**src/rtl/multdiv_seq_if.sv**
```systemverilog
// Operand/result bundle between the execute stage and multdiv_seq.
// The execute stage drives the master side; the unit itself is the slave.
interface multdiv_seq_if #(
  parameter int DATA_WIDTH = 32
);
  logic [DATA_WIDTH-1:0] data_operandA;
  logic [DATA_WIDTH-1:0] data_operandB;
  logic                  ctrl_MULT;
  logic                  ctrl_DIV;
  logic [DATA_WIDTH-1:0] data_result;
  logic                  data_exception;
  logic                  data_resultRDY;
  logic                  busy;

  modport master (
    output data_operandA, data_operandB, ctrl_MULT, ctrl_DIV,
    input  data_result, data_exception, data_resultRDY, busy
  );

  modport slave (
    input  data_operandA, data_operandB, ctrl_MULT, ctrl_DIV,
    output data_result, data_exception, data_resultRDY, busy
  );
endinterface

```
**src/rtl/multdiv_seq.sv**
```systemverilog
// Multi-cycle signed multiply/divide unit: radix-2 shift-add multiply, restoring divide.
// Define MULTDIV_BOOTH_RADIX4_EN for a radix-4 Booth multiply at half the iterations.
module multdiv_seq #(
  parameter int DATA_WIDTH = 32,
`ifdef MULTDIV_BOOTH_RADIX4_EN
  parameter int ITER_MULT  = DATA_WIDTH / 2,
`else
  parameter int ITER_MULT  = DATA_WIDTH,
`endif
  parameter int ITER_DIV   = DATA_WIDTH
) (
  input  logic         clock,
  input  logic         reset_n,
  multdiv_seq_if.slave bus
);
  localparam int W = DATA_WIDTH;
`ifdef MULTDIV_BOOTH_RADIX4_EN
  localparam int ACC_W = 2 * W + 3;  // {hi[W+1:0], multiplier[W-1:0], booth guard bit}
`else
  localparam int ACC_W = 2 * W;
`endif
  localparam int            CNT_W   = $clog2(ITER_DIV + 1);
  localparam logic [W-1:0] INT_MIN = {1'b1, {(W-1){1'b0}}};

  typedef enum logic [1:0] {S_IDLE, S_RUN_MULT, S_RUN_DIV, S_FINISH} state_e;

  state_e           state_q, state_d;
  logic [CNT_W-1:0] cnt_q, cnt_d;
  logic             is_div_q, is_div_d;
  logic             neg_q, neg_d;
  logic             div_zero_q, div_zero_d;
  logic             div_ovf_q, div_ovf_d;
  logic [W-1:0]     opa_q, opa_d;     // multiplicand, or divisor magnitude
  logic [W-1:0]     rem_q, rem_d;
  logic [ACC_W-1:0] acc_q, acc_d;     // product accumulator, or dividend/quotient in [W-1:0]
  logic [W-1:0]     result_q, result_d;
  logic             exc_q, exc_d;
  logic             rdy_q, rdy_d;

  logic             start;
  logic [ACC_W-1:0] mult_next;
  logic [2*W-1:0]   product;
  logic [W:0]       div_shift;
  logic             div_take;
  logic [W-1:0]     quotient;
  logic [W-1:0]     fin_result;
  logic             fin_exc;

  // INT_MIN maps onto the unsigned value 2^(W-1), which still fits in W bits.
  function automatic logic [W-1:0] magnitude(input logic [W-1:0] v);
    return v[W-1] ? (~v + W'(1)) : v;
  endfunction

  assign start = bus.ctrl_MULT | bus.ctrl_DIV;

`ifdef MULTDIV_BOOTH_RADIX4_EN
  logic signed [W+1:0] a_ext, booth_add, booth_hi;

  always_comb begin
    a_ext = {{2{opa_q[W-1]}}, opa_q};
    unique case (acc_q[2:0])
      3'b001, 3'b010: booth_add = a_ext;
      3'b011:         booth_add = a_ext <<< 1;
      3'b100:         booth_add = -(a_ext <<< 1);
      3'b101, 3'b110: booth_add = -a_ext;
      default:        booth_add = '0;
    endcase
    booth_hi  = $signed(acc_q[ACC_W-1:W+1]) + booth_add;
    mult_next = $signed({booth_hi, acc_q[W:0]}) >>> 2;
    product   = acc_q[2*W:1];
  end
`else
  logic [W:0] r2_sum;

  always_comb begin
    r2_sum    = {1'b0, acc_q[2*W-1:W]} + (acc_q[0] ? {1'b0, opa_q} : '0);
    mult_next = {r2_sum, acc_q[W-1:1]};
    product   = neg_q ? -acc_q : acc_q;
  end
`endif

  always_comb begin
    div_shift = {rem_q, acc_q[W-1]};
    div_take  = (div_shift >= {1'b0, opa_q});
  end

  // The restoring loop yields 2^(W-1) for INT_MIN/-1, which is exactly the required result.
  always_comb begin
    quotient   = neg_q ? -acc_q[W-1:0] : acc_q[W-1:0];
    fin_result = product[W-1:0];
    fin_exc    = !((&product[2*W-1:W-1]) || !(|product[2*W-1:W-1]));
    if (is_div_q) begin
      fin_result = div_zero_q ? '0 : quotient;
      fin_exc    = div_zero_q | div_ovf_q;
    end
  end

  always_comb begin
    // NOTE: every _d takes its _q value first so no branch leaves a signal unassigned (no latches).
    state_d    = state_q;
    cnt_d      = cnt_q;
    is_div_d   = is_div_q;
    neg_d      = neg_q;
    div_zero_d = div_zero_q;
    div_ovf_d  = div_ovf_q;
    opa_d      = opa_q;
    rem_d      = rem_q;
    acc_d      = acc_q;
    result_d   = result_q;
    exc_d      = exc_q;
    rdy_d      = 1'b0;

    if (start) begin
      // A start in any state, FINISH included, abandons the op in flight.
      state_d    = bus.ctrl_MULT ? S_RUN_MULT : S_RUN_DIV;
      is_div_d   = ~bus.ctrl_MULT;
      cnt_d      = '0;
      neg_d      = bus.data_operandA[W-1] ^ bus.data_operandB[W-1];
      div_zero_d = (bus.data_operandB == '0);
      div_ovf_d  = (bus.data_operandA == INT_MIN) && (bus.data_operandB == '1);
      rem_d      = '0;
      if (bus.ctrl_MULT) begin
`ifdef MULTDIV_BOOTH_RADIX4_EN
        opa_d = bus.data_operandA;
        acc_d = {{(W+2){1'b0}}, bus.data_operandB, 1'b0};
`else
        opa_d = magnitude(bus.data_operandA);
        acc_d = {{W{1'b0}}, magnitude(bus.data_operandB)};
`endif
      end else begin
        opa_d = magnitude(bus.data_operandB);
        acc_d = {{(ACC_W-W){1'b0}}, magnitude(bus.data_operandA)};
      end
    end else begin
      unique case (state_q)
        S_RUN_MULT: begin
          acc_d = mult_next;
          cnt_d = cnt_q + CNT_W'(1);
          if (cnt_q == CNT_W'(ITER_MULT - 1)) state_d = S_FINISH;
        end
        S_RUN_DIV: begin
          acc_d = {acc_q[ACC_W-1:W], acc_q[W-2:0], div_take};
          rem_d = div_take ? W'(div_shift - {1'b0, opa_q}) : div_shift[W-1:0];
          cnt_d = cnt_q + CNT_W'(1);
          if (cnt_q == CNT_W'(ITER_DIV - 1)) state_d = S_FINISH;
        end
        S_FINISH: begin
          state_d  = S_IDLE;
          result_d = fin_result;
          exc_d    = fin_exc;
          rdy_d    = 1'b1;
        end
        default: ;
      endcase
    end
  end

  // NOTE: sequential state uses non-blocking assignments only; the datapath registers are
  // few and small, so all of them are cleared by the async reset rather than left undefined.
  always_ff @(posedge clock or negedge reset_n) begin
    if (!reset_n) begin
      state_q    <= S_IDLE;
      cnt_q      <= '0;
      is_div_q   <= 1'b0;
      neg_q      <= 1'b0;
      div_zero_q <= 1'b0;
      div_ovf_q  <= 1'b0;
      opa_q      <= '0;
      rem_q      <= '0;
      acc_q      <= '0;
      result_q   <= '0;
      exc_q      <= 1'b0;
      rdy_q      <= 1'b0;
    end else begin
      state_q    <= state_d;
      cnt_q      <= cnt_d;
      is_div_q   <= is_div_d;
      neg_q      <= neg_d;
      div_zero_q <= div_zero_d;
      div_ovf_q  <= div_ovf_d;
      opa_q      <= opa_d;
      rem_q      <= rem_d;
      acc_q      <= acc_d;
      result_q   <= result_d;
      exc_q      <= exc_d;
      rdy_q      <= rdy_d;
    end
  end

  assign bus.data_result    = result_q;
  assign bus.data_exception = exc_q;
  assign bus.data_resultRDY = rdy_q;
  assign bus.busy           = (state_q != S_IDLE);
endmodule

```
**src/flat_wrapper.sv**
```systemverilog
// flat-port wrapper written by rule: the top's interface ports become plain ports
module multdiv_seq_flat 
#(
  parameter int DATA_WIDTH = 32,

  parameter int ITER_MULT  = DATA_WIDTH,

  parameter int ITER_DIV   = DATA_WIDTH
)
  (clock, reset_n, bus_data_operandA, bus_data_operandB, bus_ctrl_MULT, bus_ctrl_DIV, bus_data_result, bus_data_exception, bus_data_resultRDY, bus_busy);
  multdiv_seq_if #(.DATA_WIDTH(DATA_WIDTH)) bus_i ();
  input  logic clock;
  input  logic reset_n;
  input wire logic [$bits(bus_i.data_operandA)-1:0] bus_data_operandA;
  input wire logic [$bits(bus_i.data_operandB)-1:0] bus_data_operandB;
  input wire logic [$bits(bus_i.ctrl_MULT)-1:0] bus_ctrl_MULT;
  input wire logic [$bits(bus_i.ctrl_DIV)-1:0] bus_ctrl_DIV;
  output wire logic [$bits(bus_i.data_result)-1:0] bus_data_result;
  output wire logic [$bits(bus_i.data_exception)-1:0] bus_data_exception;
  output wire logic [$bits(bus_i.data_resultRDY)-1:0] bus_data_resultRDY;
  output wire logic [$bits(bus_i.busy)-1:0] bus_busy;
  assign bus_i.data_operandA = bus_data_operandA;
  assign bus_i.data_operandB = bus_data_operandB;
  assign bus_i.ctrl_MULT = bus_ctrl_MULT;
  assign bus_i.ctrl_DIV = bus_ctrl_DIV;
  assign bus_data_result = bus_i.data_result;
  assign bus_data_exception = bus_i.data_exception;
  assign bus_data_resultRDY = bus_i.data_resultRDY;
  assign bus_busy = bus_i.busy;
  multdiv_seq #(.DATA_WIDTH(DATA_WIDTH), .ITER_MULT(ITER_MULT), .ITER_DIV(ITER_DIV)) u_core (.clock(clock), .reset_n(reset_n), .bus(bus_i));
endmodule
```
**config.mk**
```make
export PLATFORM = sky130hd
export DESIGN_NAME = multdiv_seq_flat
export DESIGN_NICKNAME = d
export VERILOG_FILES = /design/src/rtl/multdiv_seq_if.sv /design/src/rtl/multdiv_seq.sv /design/src/flat_wrapper.sv
export SDC_FILE = /design/constraint.sdc
export NUM_CORES = 1
export LEC_CHECK = 0
export ABC_AREA = 1
export ABC_CLOCK_PERIOD_IN_PS = 4800
export BUFFER_PORTS_ARGS = -buffer_cell sky130_fd_sc_hd__clkbuf_2
export CORE_UTILIZATION = 25
export DETAILED_ROUTE_END_ITERATION = 10
export PLACE_DENSITY = 0.52
export SLEW_MARGIN = 0
export SYNTH_ARGS = -nofsm -noshare
export SYNTH_HDL_FRONTEND = slang
export SYNTH_SLANG_ARGS = --single-unit
```
**constraint.sdc**
```tcl
create_clock -name clock -period 4.8 [get_ports clock]
set_input_delay 0.48 -clock clock [delete_from_list [all_inputs] [get_ports clock]]
set_output_delay 0.48 -clock clock [all_outputs]
set_load 0.01 [all_outputs]
```
==> reports/qor.txt <==
status - finished, final reports clean
grt ovf - 0
critical path endpoint - u_core.acc_q[55]
Area Overhead vs Synth - 12.81%
GP Congestion - 0.9473
Ports - 103
DR WL/cell - 18.59 um
Final nets - 2630
Worst Setup SP - u_core.acc_q[0]
Starting DRT DRC Count - 1493
vias in the first global route - 15771
design area - 17710 um^2
Worst R2R Path Depth - 17
vias - 16631
Worst EP arrival - 3690 ps
clock buffer depth - 2
highest clock rate - 0.3000 GHz
DRT Wirelength - 62030 um
hpwl dp - 49110 um
post-route insts no fill - 3337
total global-route track usage - 0.1946
Setup Skew - 18.16 ps
total power - 5.541 mW
synth unique cells - 60
Die Y - 252.6 um
final worst slack - 1467 ps
Top FF cell, synth - dfrtp_1
Hold Violations, Final - 0
RSZ-0062 raised after global routing - no
ratio of cells with drive above 1 in the final layout - 0.08480
starting density of the core - 0.2539
FF-to-FF setup slack - 1470 ps
CTS resizes - 0
Synthesis Warnings - 0
Crit Path Category - register to register
Final Slew Violations - 0
first-pass GRT wire length - 94520 um
Setup Fix Bufs, Post-CTS - 0
Root Driver - clkbuf_16
Post-synth EDFFs - 0
crit path time final - 3333 ps
fillcell total - 6964
Worst slew margin - 0.3766
Avg Cell Area, Syn - 6.478 um^2
CTS Sinks - 174
hold buffers post-CTS - 0
die width - 252.6 um
clock slew at reported path FFs - 80 ps
max-cap violation count - 0
Worst setup SP type - register
core area - 61830 um^2
crit path max fanout - 34
H-tree depth - 4
total CTS buffers - 17
DR vias/cell - 4.984
Mapped Area - 15700 um^2
CTS tree - built
Static Leakage - 8.899 nW
Reg2Reg Capture Point - u_core.acc_q[55]
Clk Latency, worst-skew pair - 470 ps
final setup violation count - 0
largest net degree at the start of global routing - 98
post-route ant nets - 0
DRT Pass-1 Iters - 6
worst reg2reg path startpoint - u_core.acc_q[0]
initial antenna violation count - 0
Syn Nets - 2566
Post-synth ARST share - 1.000
post-synthesis sequential area ratio - 0.2774
n_diodes - 0
Worst-Margin Slew - 934.1 ps
fin crit share - 0.6944
Synth Register Bits - 174
DRC viols - 0
Fin Setup TNS - 0 ps
Die ar. - 63790 um^2
Area after DPL - 17070 um^2
element type at the critical path end - register
Post-Syn Instances - 2423
Crit path required time - 5160 ps
Row Count - 91
maximum vdd drop - 0.0002626 V
post-layout util - 0.2864
Placement Setup Slack - 1414 ps
Fin Hold WS - 110.7 ps
power per cell area - 312.9 nW/um^2
Buffers on Ports - 102
worst hold-check path type - primary input to async pin
placed insts - 3305
[logic make-up after synthesis]
family	Yosys count	share of synthesized area
xor gates and xnor gates	94	0.05245
adders and majority gates	75	0.06074
DFF	174	0.2774
AOI/OAI and AO/OA	486	0.1878
and+or+nand+nor	1167	0.3158
buffers and inverters	427	0.1058
[flip-flops by register name, summed over array words and instances, names as in the netlist]
| register | count |
|---|---|
| u_core.acc_q | 64 |
| u_core.bus.data_exception | 1 |
| u_core.bus.data_result | 32 |
| u_core.bus.data_resultRDY | 1 |
| u_core.cnt_q | 6 |
| u_core.div_ovf_q | 1 |
| u_core.div_zero_q | 1 |
| u_core.is_div_q | 1 |
| u_core.neg_q | 1 |
| u_core.opa_q | 32 |
| u_core.rem_q | 32 |
| u_core.state_q | 2 |
[layer usage]
metal	GRT usage	vias to the layer above	routed length (um)
li1	-	8117	-
met1	0.2705	7781	28610
met2	0.3013	642	27350
met3	0.02626	91	3990
met4	0.07948	0	2084
met5	0	-	0
[placed cells by master, fill, tap and decap left out, types with 8 or more instances in the layout]
cell type | Yosys | routed
nand2_1 | 619 | 619
inv_1 | 347 | 347
nor2_1 | 255 | 252
dfrtp_1 | 174 | 173
nand3_1 | 165 | 165
o21ai_0 | 162 | 161
a21oi_1 | 114 | 114
clkbuf_2 | 0 | 101
ha_1 | 73 | 73
xor2_1 | 65 | 65
nand4_1 | 32 | 32
o211ai_1 | 32 | 32
o21ai_1 | 32 | 32
xnor2_1 | 29 | 29
a221oi_1 | 29 | 29
nor3_1 | 28 | 28
o221ai_1 | 23 | 23
a31oi_1 | 17 | 17
nand2_2 | 17 | 17
clkbuf_16 | 0 | 17
buf_4 | 3 | 16
o22ai_1 | 15 | 15
nor2_2 | 9 | 11
a21o_1 | 10 | 10
nand3b_1 | 10 | 10
o21ai_2 | 7 | 8
[area by class of cell]
| type | instances | area [um^2] | area share |
|---|---|---|---|
| clock buffer | 21 | 460.4 | 0.02600 |
| timing repair buffer | 118 | 639.4 | 0.03611 |
| sequential | 174 | 4355 | 0.2460 |
| tap | 837 | 1047 | 0.05914 |
| clock inverter | 11 | 177.7 | 0.01003 |
| inverter | 354 | 1329 | 0.07504 |
| multi-input combinational | 1822 | 9698 | 0.5477 |
[how the worst min path moves through the flow]
stage,to,slack (ps),cells past startpoint
3_3_place_gp,u_core.bus.data_result[20],470,1
4_1_cts,u_core.acc_q[42],150,1
5_1_grt,u_core.acc_q[61],170,1
6_report,u_core.acc_q[61],110,1
3_5_place_dp,u_core.bus.data_result[16],470,2
2_1_floorplan,u_core.acc_q[0],180,0
[synth_stat cells (4+ instances only)]
cell type  instances  share of area
o21ai_1           32          0.010
xor2_1            65          0.036
clkbuf_1          52          0.012
xnor2_1           29          0.016
nand4_1           32          0.013
o211ai_1          32          0.015
o21a_1             5         0.0024
buf_2              6         0.0019
nor2_1           255          0.061
o21ai_0          162          0.052
nand2_2           17         0.0068
nor2_4             4         0.0029
o21ai_2            7         0.0039
nand3b_1          10         0.0048
nand3_1          165          0.053
o221ai_1          23          0.013
nand3_2            4         0.0026
a221oi_1          29          0.016
nor2_2             9         0.0036
o22ai_1           15         0.0060
inv_1            347          0.083
inv_2              5         0.0012
o21bai_1           7         0.0033
nand2_4            4         0.0029
ha_1              73          0.058
and2_1             4         0.0016
nand2_1          619           0.15
nor4_1             7         0.0028
a22oi_1            7         0.0033
o2111ai_1          4         0.0022
buf_1              9         0.0022
a21oi_1          114          0.036
nor3_1            28         0.0089
a21o_1            10         0.0048
dfrtp_1          174           0.28
o31ai_1            6         0.0029
a31oi_1           17         0.0068
[worst max-delay path, cell delays in order, from the launching register on]
cell and delay [ps]:
dfrtp_1 330, buf_4 330, nand2_1 90, inv_1 70
ha_1 160, inv_1 60, fa_1 390, o21ai_1 240
a21oi_1 140, o21ai_1 230, nand2_1 110, a31oi_1 490
nand2_1 150, nand2_1 150, a21o_1 130, nand2_1 50
nand3_1 70, nand2_1 50
[power breakdown]
group	total (mW)	switching [mW]	internal, mW
Combinational	1.91	1.29	0.618
Sequential	2.04	0.334	1.71
Clock	1.59	0.681	0.906
Total	5.54	2.31	3.23
Note: power is estimated with default switching activity, not from simulation.
